File: src/rtl/fp_pkg.sv
// fp_pkg: shared op encodings and format helpers
// for the floating-point compare pipeline.
package fp_pkg;

  localparam logic [2:0] OP_EQ  = 3'd0;
  localparam logic [2:0] OP_LT  = 3'd1;
  localparam logic [2:0] OP_LE  = 3'd2;
  localparam logic [2:0] OP_MIN = 3'd3;
  localparam logic [2:0] OP_MAX = 3'd4;

  // Canonical quiet NaN, right-aligned in 64 bits.
  function automatic logic [63:0] fp_qnan(
    input int exp_w,
    input int man_w
  );
    logic [63:0] ones;
    ones = (64'd1 << exp_w) - 64'd1;
    return (ones << man_w) | (64'd1 << (man_w - 1));
  endfunction

endpackage

File: src/rtl/fp_classify.sv
// fp_classify: decodes an operand magnitude
// into NaN / sNaN / zero / infinity flags.
module fp_classify #(
  parameter int EXP_W = 8,
  parameter int MAN_W = 23
) (
  input  logic [EXP_W+MAN_W-1:0] x,
  output logic                   is_nan,
  output logic                   is_snan,
  output logic                   is_zero,
  output logic                   is_inf
);

  logic [EXP_W-1:0] e;
  logic [MAN_W-1:0] m;
  logic             e_ones;
  logic             m_nz;

  assign e      = x[MAN_W +: EXP_W];
  assign m      = x[MAN_W-1:0];
  assign e_ones = &e;
  assign m_nz   = |m;

  assign is_nan  = e_ones && m_nz;
  assign is_snan = is_nan && !m[MAN_W-1];
  assign is_zero = (e == '0) && !m_nz;
  assign is_inf  = e_ones && !m_nz;

endmodule

File: src/rtl/fp_cmp_pipe.sv
// fp_cmp_pipe: two-stage IEEE-754 compare/min/max
// with valid/ready flow control on both sides.
module fp_cmp_pipe
  import fp_pkg::*;
#(
  parameter int EXP_W = 8,
  parameter int MAN_W = 23
) (
  input  logic                 clk,
  input  logic                 rst,
  input  logic                 in_valid,
  output logic                 in_ready,
  input  logic [EXP_W+MAN_W:0] a,
  input  logic [EXP_W+MAN_W:0] b,
  input  logic [2:0]           op,
  output logic                 out_valid,
  input  logic                 out_ready,
  output logic                 lt,
  output logic                 eq,
  output logic                 gt,
  output logic                 unord,
  output logic [EXP_W+MAN_W:0] res,
  output logic                 inv,
  output logic                 inv_sticky,
  input  logic                 flag_clr
);

  localparam int W = 1 + EXP_W + MAN_W;
  localparam logic [63:0] QNAN64 = fp_qnan(EXP_W, MAN_W);
  localparam logic [W-1:0] QNAN = QNAN64[W-1:0];

  // class bundles: {nan, snan, zero, inf}
  logic [3:0] ca_c, cb_c;

  fp_classify #(.EXP_W(EXP_W), .MAN_W(MAN_W)) u_cls_a (
    .x       (a[W-2:0]),
    .is_nan  (ca_c[3]),
    .is_snan (ca_c[2]),
    .is_zero (ca_c[1]),
    .is_inf  (ca_c[0])
  );

  fp_classify #(.EXP_W(EXP_W), .MAN_W(MAN_W)) u_cls_b (
    .x       (b[W-2:0]),
    .is_nan  (cb_c[3]),
    .is_snan (cb_c[2]),
    .is_zero (cb_c[1]),
    .is_inf  (cb_c[0])
  );

  logic           s1_v_q, s1_v_d;
  logic [W-1:0]   s1_a_q, s1_b_q;
  logic [2:0]     s1_op_q;
  logic [3:0]     s1_ca_q, s1_cb_q;

  logic           ov_q, ov_d;
  logic           lt_q, eq_q, gt_q, unord_q;
  logic [W-1:0]   res_q;
  logic           inv_q;
  logic           stk_q, stk_d;

  logic s2_adv, s1_adv, in_fire, out_fire;

  assign s2_adv   = !ov_q || out_ready;
  assign s1_adv   = s1_v_q && s2_adv;
  assign in_ready = !s1_v_q || s2_adv;
  assign in_fire  = in_valid && in_ready;
  assign out_fire = ov_q && out_ready;

  assign s1_v_d = in_fire || (s1_v_q && !s2_adv);
  assign ov_d   = s1_adv || (ov_q && !out_ready);

  always_ff @(posedge clk or negedge rst) begin
    if (!rst) begin
      s1_v_q  <= 1'b0;
      s1_a_q  <= '0;
      s1_b_q  <= '0;
      s1_op_q <= '0;
      s1_ca_q <= '0;
      s1_cb_q <= '0;
    end else begin
      s1_v_q <= s1_v_d;
      if (in_fire) begin
        s1_a_q  <= a;
        s1_b_q  <= b;
        s1_op_q <= op;
        s1_ca_q <= ca_c;
        s1_cb_q <= cb_c;
      end
    end
  end

  logic         sa, sb, nan_a, nan_b;
  logic         nan_any, snan_any, both_zero, both_inf;
  logic         mag_lt, mag_eq;
  logic         lt_c, eq_c, gt_c;
  logic [W-1:0] min_c, max_c, res_d;
  logic         inv_d;
  logic         is_lt, is_le, is_min, is_max, is_rsv;

  assign sa        = s1_a_q[W-1];
  assign sb        = s1_b_q[W-1];
  assign nan_a     = s1_ca_q[3];
  assign nan_b     = s1_cb_q[3];
  assign nan_any   = nan_a || nan_b;
  assign snan_any  = s1_ca_q[2] || s1_cb_q[2];
  assign both_zero = s1_ca_q[1] && s1_cb_q[1];
  assign both_inf  = s1_ca_q[0] && s1_cb_q[0];
  assign mag_lt    = s1_a_q[W-2:0] < s1_b_q[W-2:0];
  assign mag_eq    = s1_a_q[W-2:0] == s1_b_q[W-2:0];

  // Signed zeros compare equal; same-sign negatives flip magnitude order.
  assign eq_c = !nan_any && (both_zero ||
                (sa == sb && (mag_eq || both_inf)));
  assign lt_c = !nan_any && !eq_c &&
                ((sa && !sb) ||
                 (!sa && !sb && mag_lt) ||
                 (sa && sb && !mag_lt && !mag_eq));
  assign gt_c = !nan_any && !eq_c && !lt_c;

  always_comb begin
    min_c = lt_c ? s1_a_q : s1_b_q;
    max_c = gt_c ? s1_a_q : s1_b_q;
    if (nan_a && nan_b) begin
      min_c = QNAN;
      max_c = QNAN;
    end else if (nan_a) begin
      min_c = s1_b_q;
      max_c = s1_b_q;
    end else if (nan_b) begin
      min_c = s1_a_q;
      max_c = s1_a_q;
    end else if (both_zero) begin
      min_c = sa ? s1_a_q : s1_b_q;
      max_c = sa ? s1_b_q : s1_a_q;
    end
  end

  assign is_lt  = s1_op_q == OP_LT;
  assign is_le  = s1_op_q == OP_LE;
  assign is_min = s1_op_q == OP_MIN;
  assign is_max = s1_op_q == OP_MAX;
  assign is_rsv = s1_op_q > OP_MAX;

  always_comb begin
    res_d = '0;
    inv_d = snan_any;
    unique case (1'b1)
      is_lt: begin
        res_d[0] = lt_c;
        inv_d    = nan_any;
      end
      is_le: begin
        res_d[0] = lt_c || eq_c;
        inv_d    = nan_any;
      end
      is_min: res_d = min_c;
      is_max: res_d = max_c;
      default: begin
        res_d[0] = eq_c;
        inv_d    = snan_any || is_rsv;
      end
    endcase
  end

  assign stk_d = (out_fire && inv_q) ? 1'b1 :
                 flag_clr ? 1'b0 : stk_q;

  always_ff @(posedge clk or negedge rst) begin
    if (!rst) begin
      ov_q    <= 1'b0;
      lt_q    <= 1'b0;
      eq_q    <= 1'b0;
      gt_q    <= 1'b0;
      unord_q <= 1'b0;
      res_q   <= '0;
      inv_q   <= 1'b0;
      stk_q   <= 1'b0;
    end else begin
      ov_q  <= ov_d;
      stk_q <= stk_d;
      if (s1_adv) begin
        lt_q    <= lt_c;
        eq_q    <= eq_c;
        gt_q    <= gt_c;
        unord_q <= nan_any;
        res_q   <= res_d;
        inv_q   <= inv_d;
      end
    end
  end

  assign out_valid  = ov_q;
  assign lt         = lt_q;
  assign eq         = eq_q;
  assign gt         = gt_q;
  assign unord      = unord_q;
  assign res        = res_q;
  assign inv        = inv_q;
  assign inv_sticky = stk_q;

endmodule

File: config.mk
export PLATFORM = sky130hd
export DESIGN_NAME = fp_cmp_pipe
export DESIGN_NICKNAME = d
export VERILOG_FILES = /design/src/rtl/fp_pkg.sv /design/src/rtl/fp_classify.sv /design/src/rtl/fp_cmp_pipe.sv
export SDC_FILE = /design/constraint.sdc
export NUM_CORES = 1
export LEC_CHECK = 0
export BUFFER_PORTS_ARGS = -buffer_cell sky130_fd_sc_hd__buf_2
export CAP_MARGIN = 20
export CORE_MARGIN = 5
export CORE_UTILIZATION = 51
export DETAILED_ROUTE_END_ITERATION = 7
export GPL_ROUTABILITY_DRIVEN = 0
export HOLD_SLACK_MARGIN = 0.12
export PLACE_DENSITY = 0.76
export SLEW_MARGIN = 0
export SYNTH_ARGS = -nofsm -noshare
export SYNTH_HDL_FRONTEND = slang
export SYNTH_SLANG_ARGS = --single-unit
File: constraint.sdc
create_clock -name clk -period 2.54 [get_ports clk]
set_input_delay 0.127 -clock clk [delete_from_list [all_inputs] [get_ports clk]]
set_output_delay 0.127 -clock clk [all_outputs]
set_load 0.01 [all_outputs]
==> After elaboration in Yosys (flattened, before gate mapping) <==
Index checks and enable logic that the tools add are counted.
{ "classes": {"n_lt_le_gt_ge": 2, "n_eq_ne": 6, "n_mux": 17, "n_reduce_logical": 64} }
{ "op_table": {"columns": ["operator", "n"], "rows": [
  ["$mux W32", 12],
  ["$pmux W31 S2", 1],
  ["$reduce_or A23 Y1", 2],
  ["$eq A31 B31 Y1", 1],
  ["$lt A31 B31 Y1", 1],
  ["$logic_and A1 B1 Y1", 28],
  ["$logic_not A8 Y1", 2],
  ["$reduce_and A8 Y1", 2],
  ["$logic_not A1 Y1", 15],
  ["$logic_or A1 B1 Y1", 12],
  ["$eq A3 B2 Y1 const B", 2],
  ["$pmux W1 S4", 1],
  ["$reduce_or A2 Y1", 2],
  ["$eq A3 B1 Y1 const B", 1],
  ["$eq A3 B3 Y1 const B", 1],
  ["$gt A3 B3 Y1 const B", 1],
  ["$mux W1", 2],
  ["$pmux W1 S2", 1],
  ["$reduce_bool A2 Y1", 1],
  ["$eq A1 B1 Y1", 1]
]} }
{ "totals": {"reg_bits": 115, "inputBits": 72, "output_inout_bits": 40, "wordCells": 103} }

==> Depth between registers and ports, before layout <==
{ "depth": {"depth_word": 16, "depth_mapped": 12, "depth_no_buf": 11} }

==> Cells and area by module <==
A second synthesis with hierarchy kept.
{ "unflattened": {"cells_unflattened": 613, "hier_area_um2": 6472.5} }
{ "by_module_without_submodules": {"columns": ["module", "instances", "cells_per_inst", "area_per_inst_um2", "seq_area_each_um2"], "rows": [
  ["fp_cmp_pipe", 1, 573, 6197.2, 2877.8],
  ["fp_classify", 2, 20, 137.6, 0.0]
]} }

==> Worst setup path before layout <==
OpenSTA, ideal clock, no wires.
{ "synth_path": {"path_kind": "reg2reg", "from": "reg s1_a_q[4]", "to": "reg res_q[22], in the netlist res[22]", "setup_ns": 0.122, "arrival_ns": 2.653, "t_required_ns": 2.418, "setup_slack_ns": -0.235, "stages_incl_launch_ff": 11, "n_path_buf": 0, "synth_period_minus_slack_ns": 2.775, "path_cell_list": "dfrtp_1 > ha_1 > a211oi_2 > nor2_1 > o31ai_2 > a31oi_1 > or4_4 > a21oi_4 > o31ai_4 > a21o_1 > a32o_1"} }
{ "synth_via": {"elab_chain_len": 16, "elab_cells_between_ends": 29, "cone_classes": "1 x order compare; 1 x eq/ne; 11 x mux; 16 x reduce/logical"} }
{ "synth_rtl": {"columns": ["element", "line_no", "text"], "rows": [
  ["from (decl)", "fp_cmp_pipe.sv:52", "logic [W-1:0] s1_a_q, s1_b_q;"],
  ["from (signal assigned)", "fp_cmp_pipe.sv:76", "s1_a_q <= '0;"],
  ["from (signal assigned)", "fp_cmp_pipe.sv:84", "s1_a_q <= a;"],
  ["branches (longest 15 deep; another with $lt A31 B31 Y1)", null, null],
  ["$pmux W31 S2 (*)", "fp_cmp_pipe.sv:148", "unique case (1'b1)"],
  ["to (signal assigned)", "fp_cmp_pipe.sv:187", "res_q <= res_d;"],
  ["to (decl)", "fp_cmp_pipe.sv:58", "logic [W-1:0] res_q;"]
]} }
Every way passes the cells marked *.
A chain may end at the register's enable or synchronous reset.

==> Worst setup path after layout <==
{ "layout_path": {"from": "reg s1_b_q[4]", "to": "reg res_q[29], in the netlist res[29]"} }
{ "layout_via": {"elab_chain_len": 16, "elab_cells_between_ends": 29, "cone_classes": "1 x order compare; 1 x eq/ne; 11 x mux; 16 x reduce/logical"} }
{ "layout_rtl": {"columns": ["element", "line_no", "text"], "rows": [
  ["from (decl)", "fp_cmp_pipe.sv:52", null],
  ["from (signal assigned)", "fp_cmp_pipe.sv:77", "s1_b_q <= '0;"],
  ["from (signal assigned)", "fp_cmp_pipe.sv:85", "s1_b_q <= b;"],
  ["branches (longest 15 deep; another with $lt A31 B31 Y1)", null, null],
  ["$pmux W31 S2 (*)", "fp_cmp_pipe.sv:148", null]
]} }
Marks and branches as above.

==> out/results.tsv <==
metric	value	unit
synth_cell_types	50	
synthDominantCellAreaShare	44.1	%
cts.htree.levels	4	
grt_pass1_wl	37100	um
cp_data_required_time	2.85	ns
postSynth.topFlopCell	sky130_fd_sc_hd__dfrtp_1	
synthDominantAreaCellType	sky130_fd_sc_hd__dfrtp_1	
critPathKind	reg2reg	
critPathMaxFanout	9	
io_buffers	111	
power_density	761	nW/um2
grt_start_max_net_pins	52	
highest_clock_frequency_the_design_can_meet	0.323	GHz
routed_wirelength	24200	um
antenna_found_initial	1	
outcome	complete, but fails checks	
overall_via_count_from_detail_route	7002	
synth_fp_nets	752	
total_power	7.25	mW
ioPinCount	112	
syn-instance-count	645	
r2r_start	s1_b_q[4]	
postRouteAntennaNets	0	
core-area	12600	um2
grt_usage	31.9	%
timing.critical_path.arrival	3.41	ns
min_period_over_period	122	%
timing.final.crit_period	3.10	ns
violations	setup timing	
rows	41	
die_h	123	um
reg2reg_depth	14	
clkSinkCount	115	
dp_cells	986	
routedWlPerCell	22.0	um
first_global_vias	7173	
number_of_nets_in_the_final_layout	1018	
yosys_register_bits	115	
final-instance-count-excl-fill	1101	
timing.final.max_slew_violations	0	
area.growth.synth_to_final	46.0	%
worstMarginPinSlew	0.974	ns
avgViaCountPerCell	6.36	
clock_slew_seen_by_the_registers_of_the_worst_setup_and_hold_paths	0.06	ns
timing.max_cap.violations	0	
dp_hpwl	14500	um
timing.final.hold_violations	0	
dr.first_iter.drc_count	874	
ctsRootBufferMaster	sky130_fd_sc_hd__clkbuf_16	
max-slew-margin-rel	34.9	%
yosys_warnings	0	
flop_to_flop_setup_slack	-0.56	ns
first_pass_iters	5	
timing.final.ws_setup	-0.558	ns
holdCritPathClass	in2async	
cts_tree	done	
drt_drc_violations_left	0	
ys_top_cells_by_area	sky130_fd_sc_hd__dfrtp_1 (44%), sky130_fd_sc_hd__mux2_2 (12%), sky130_fd_sc_hd__ha_1 (6.7%)	
worst_setup_ep_type	register	
vdd.ir_drop.worst	0.000524	V
timing.rr.end	res[29]	
dieWidth	123	um
startpoint_type	register	
cts_max_path_buffers	2	
finalSetupViolCount	32	
timing.clock.skew	0.0122	ns
effective_utilization_at_floorplan	51.9	%
synthesis.area	6520	um2
setup_repair_after_global_routing_missed_its_margin	true	
fill_cells	763	
async_flop_share	100	%
drive_gt1_share	39.1	%
ys_seq_area_share	44.1	%
cts_made_buffers	17	
grt-ovfl-total	0	
die_area	15100	um2
synth_enable_flop_cells	0	
clkLatencyLatePin	0.43	ns
postSynthAreaPerCell	10.1	um2
power.leakage	4.28	nW
==> flip-flops by register name, summed over array words and instances, names as in the netlist <==
register    cells
s1_op_q         3
s1_cb_q         4
s1_v_q          1
inv             1
s1_b_q         32
s1_ca_q         4
lt              1
gt              1
res            32
unord           1
eq              1
s1_a_q         32
inv_sticky      1
out_valid       1
==> cells in the mapped netlist (all sizes together), types with 4 or more instances <==
cell type	n
buf	12
a21o	12
a211oi	24
inv	37
o21bai	9
nand3	14
nand4	10
a32o	9
clkbuf	23
nor4	26
o21ai	23
nand2b	4
a22oi	22
nand2	51
o22ai	32
mux2	67
nor3	8
ha	35
dfrtp	115
a21oi	39
nor2	35
o31ai	6
==> cells by family (layout without fill, tap and decap cells) <==
kind of cell	Yosys count	after routing	synth area share, %
compound gates	190	191	20.3
simple gates	161	161	12.3
buf+inv	72	350	4.20
xor+xnor	3	3	0.403
mux	69	69	11.9
fa+ha+maj	35	35	6.72
flops	115	115	44.1
other cells	0	5	0
==> repair_timing <==
item,CTS,global route
endpoints found under the hold margin,156,0
resized for setup,23,28
cloned,1,0
buffers inserted,1,3
pin swaps,20,10
endpoints found under the setup margin,32,35
hold buffers,73,0
==> per-stage QoR <==
step                      worst slack [ns]  util, %  area [um2]  hold WS (ns)  setup TNS, ns
after detailed placement            -0.408     62.7        7890         0.123         -11.91
after global placement              -0.348     62.7        7890         0.113         -10.27
final                               -0.558     75.7        9520         0.226         -14.81
after CTS                           -0.386     74.4        9350         0.215         -10.50
after global routing                -0.618     75.6        9510         0.270         -18.18
after floorplan                     -0.235        -        6520        -0.169          -5.72
==> placed cells by master (no fill, tap or decap), drive strengths merged, types with 10 or more instances in the layout <==
master,instances
a211oi,24
a21o,12
a21oi,39
a22oi,22
buf,208
clkbuf,23
dfrtp,115
dlygate4sd3,73
ha,35
inv,37
mux2,67
nand2,51
nand3,14
nand4,10
nor2,35
nor4,26
o21ai,23
o22ai,32
==> layer usage <==
metal | GRT usage, % | vias up | routed length, um
met5 | 0 | - | 0
met4 | 20.9 | 0 | 1570
met3 | 7.18 | 163 | 2170
met2 | 52.8 | 521 | 11800
met1 | 37.2 | 3361 | 8730
li1 | - | 2957 | -
==> worst max-delay path, stage by stage (launching register included) <==
cell and delay, ns:
sky130_fd_sc_hd__dfrtp_1 0.39, sky130_fd_sc_hd__inv_2 0.06, sky130_fd_sc_hd__ha_4 0.26, sky130_fd_sc_hd__a211oi_4 0.29
sky130_fd_sc_hd__nor2_2 0.07, sky130_fd_sc_hd__o31ai_2 0.18, sky130_fd_sc_hd__a31oi_1 0.12, sky130_fd_sc_hd__buf_4 0.18
sky130_fd_sc_hd__buf_4 0.14, sky130_fd_sc_hd__o21ai_2 0.28, sky130_fd_sc_hd__a21oi_4 0.14, sky130_fd_sc_hd__buf_6 0.18
sky130_fd_sc_hd__nor4_2 0.28, sky130_fd_sc_hd__o21bai_1 0.14, sky130_fd_sc_hd__a32o_1 0.28
==> power by group <==
group          switching [mW]  leakage (nW)  internal (mW)
clock network           0.874         0.299           1.56
logic                    1.28          2.59           1.15
registers               0.241          1.39           2.14
total                    2.39          4.28           4.85
==> area by class of cell <==
type                       instances  area, um2  area share, %
multi-input combinational        459       3620           38.1
sequential                       115       2880           30.2
timing repair buffer             281       2050           21.5
clock buffer                      23        498           5.23
tap                              172        215           2.26
inverter                          37        139           1.46
clock inverter                     9        101           1.06
antenna                            5       12.5          0.131
==> how the worst max path moves through the flow <==
stage	cells after the start	endpoint	start	slack, ns
floorplan	10	res[22]	s1_a_q[4]	-0.23
global placement	11	res[31]	s1_a_q[4]	-0.35
detailed placement	12	res[12]	s1_a_q[2]	-0.41
CTS	13	res[22]	s1_a_q[22]	-0.39
global route	14	res[22]	s1_b_q[4]	-0.62
finish	14	res[29]	s1_b_q[4]	-0.56
Note: power is estimated with default switching activity, not from simulation.
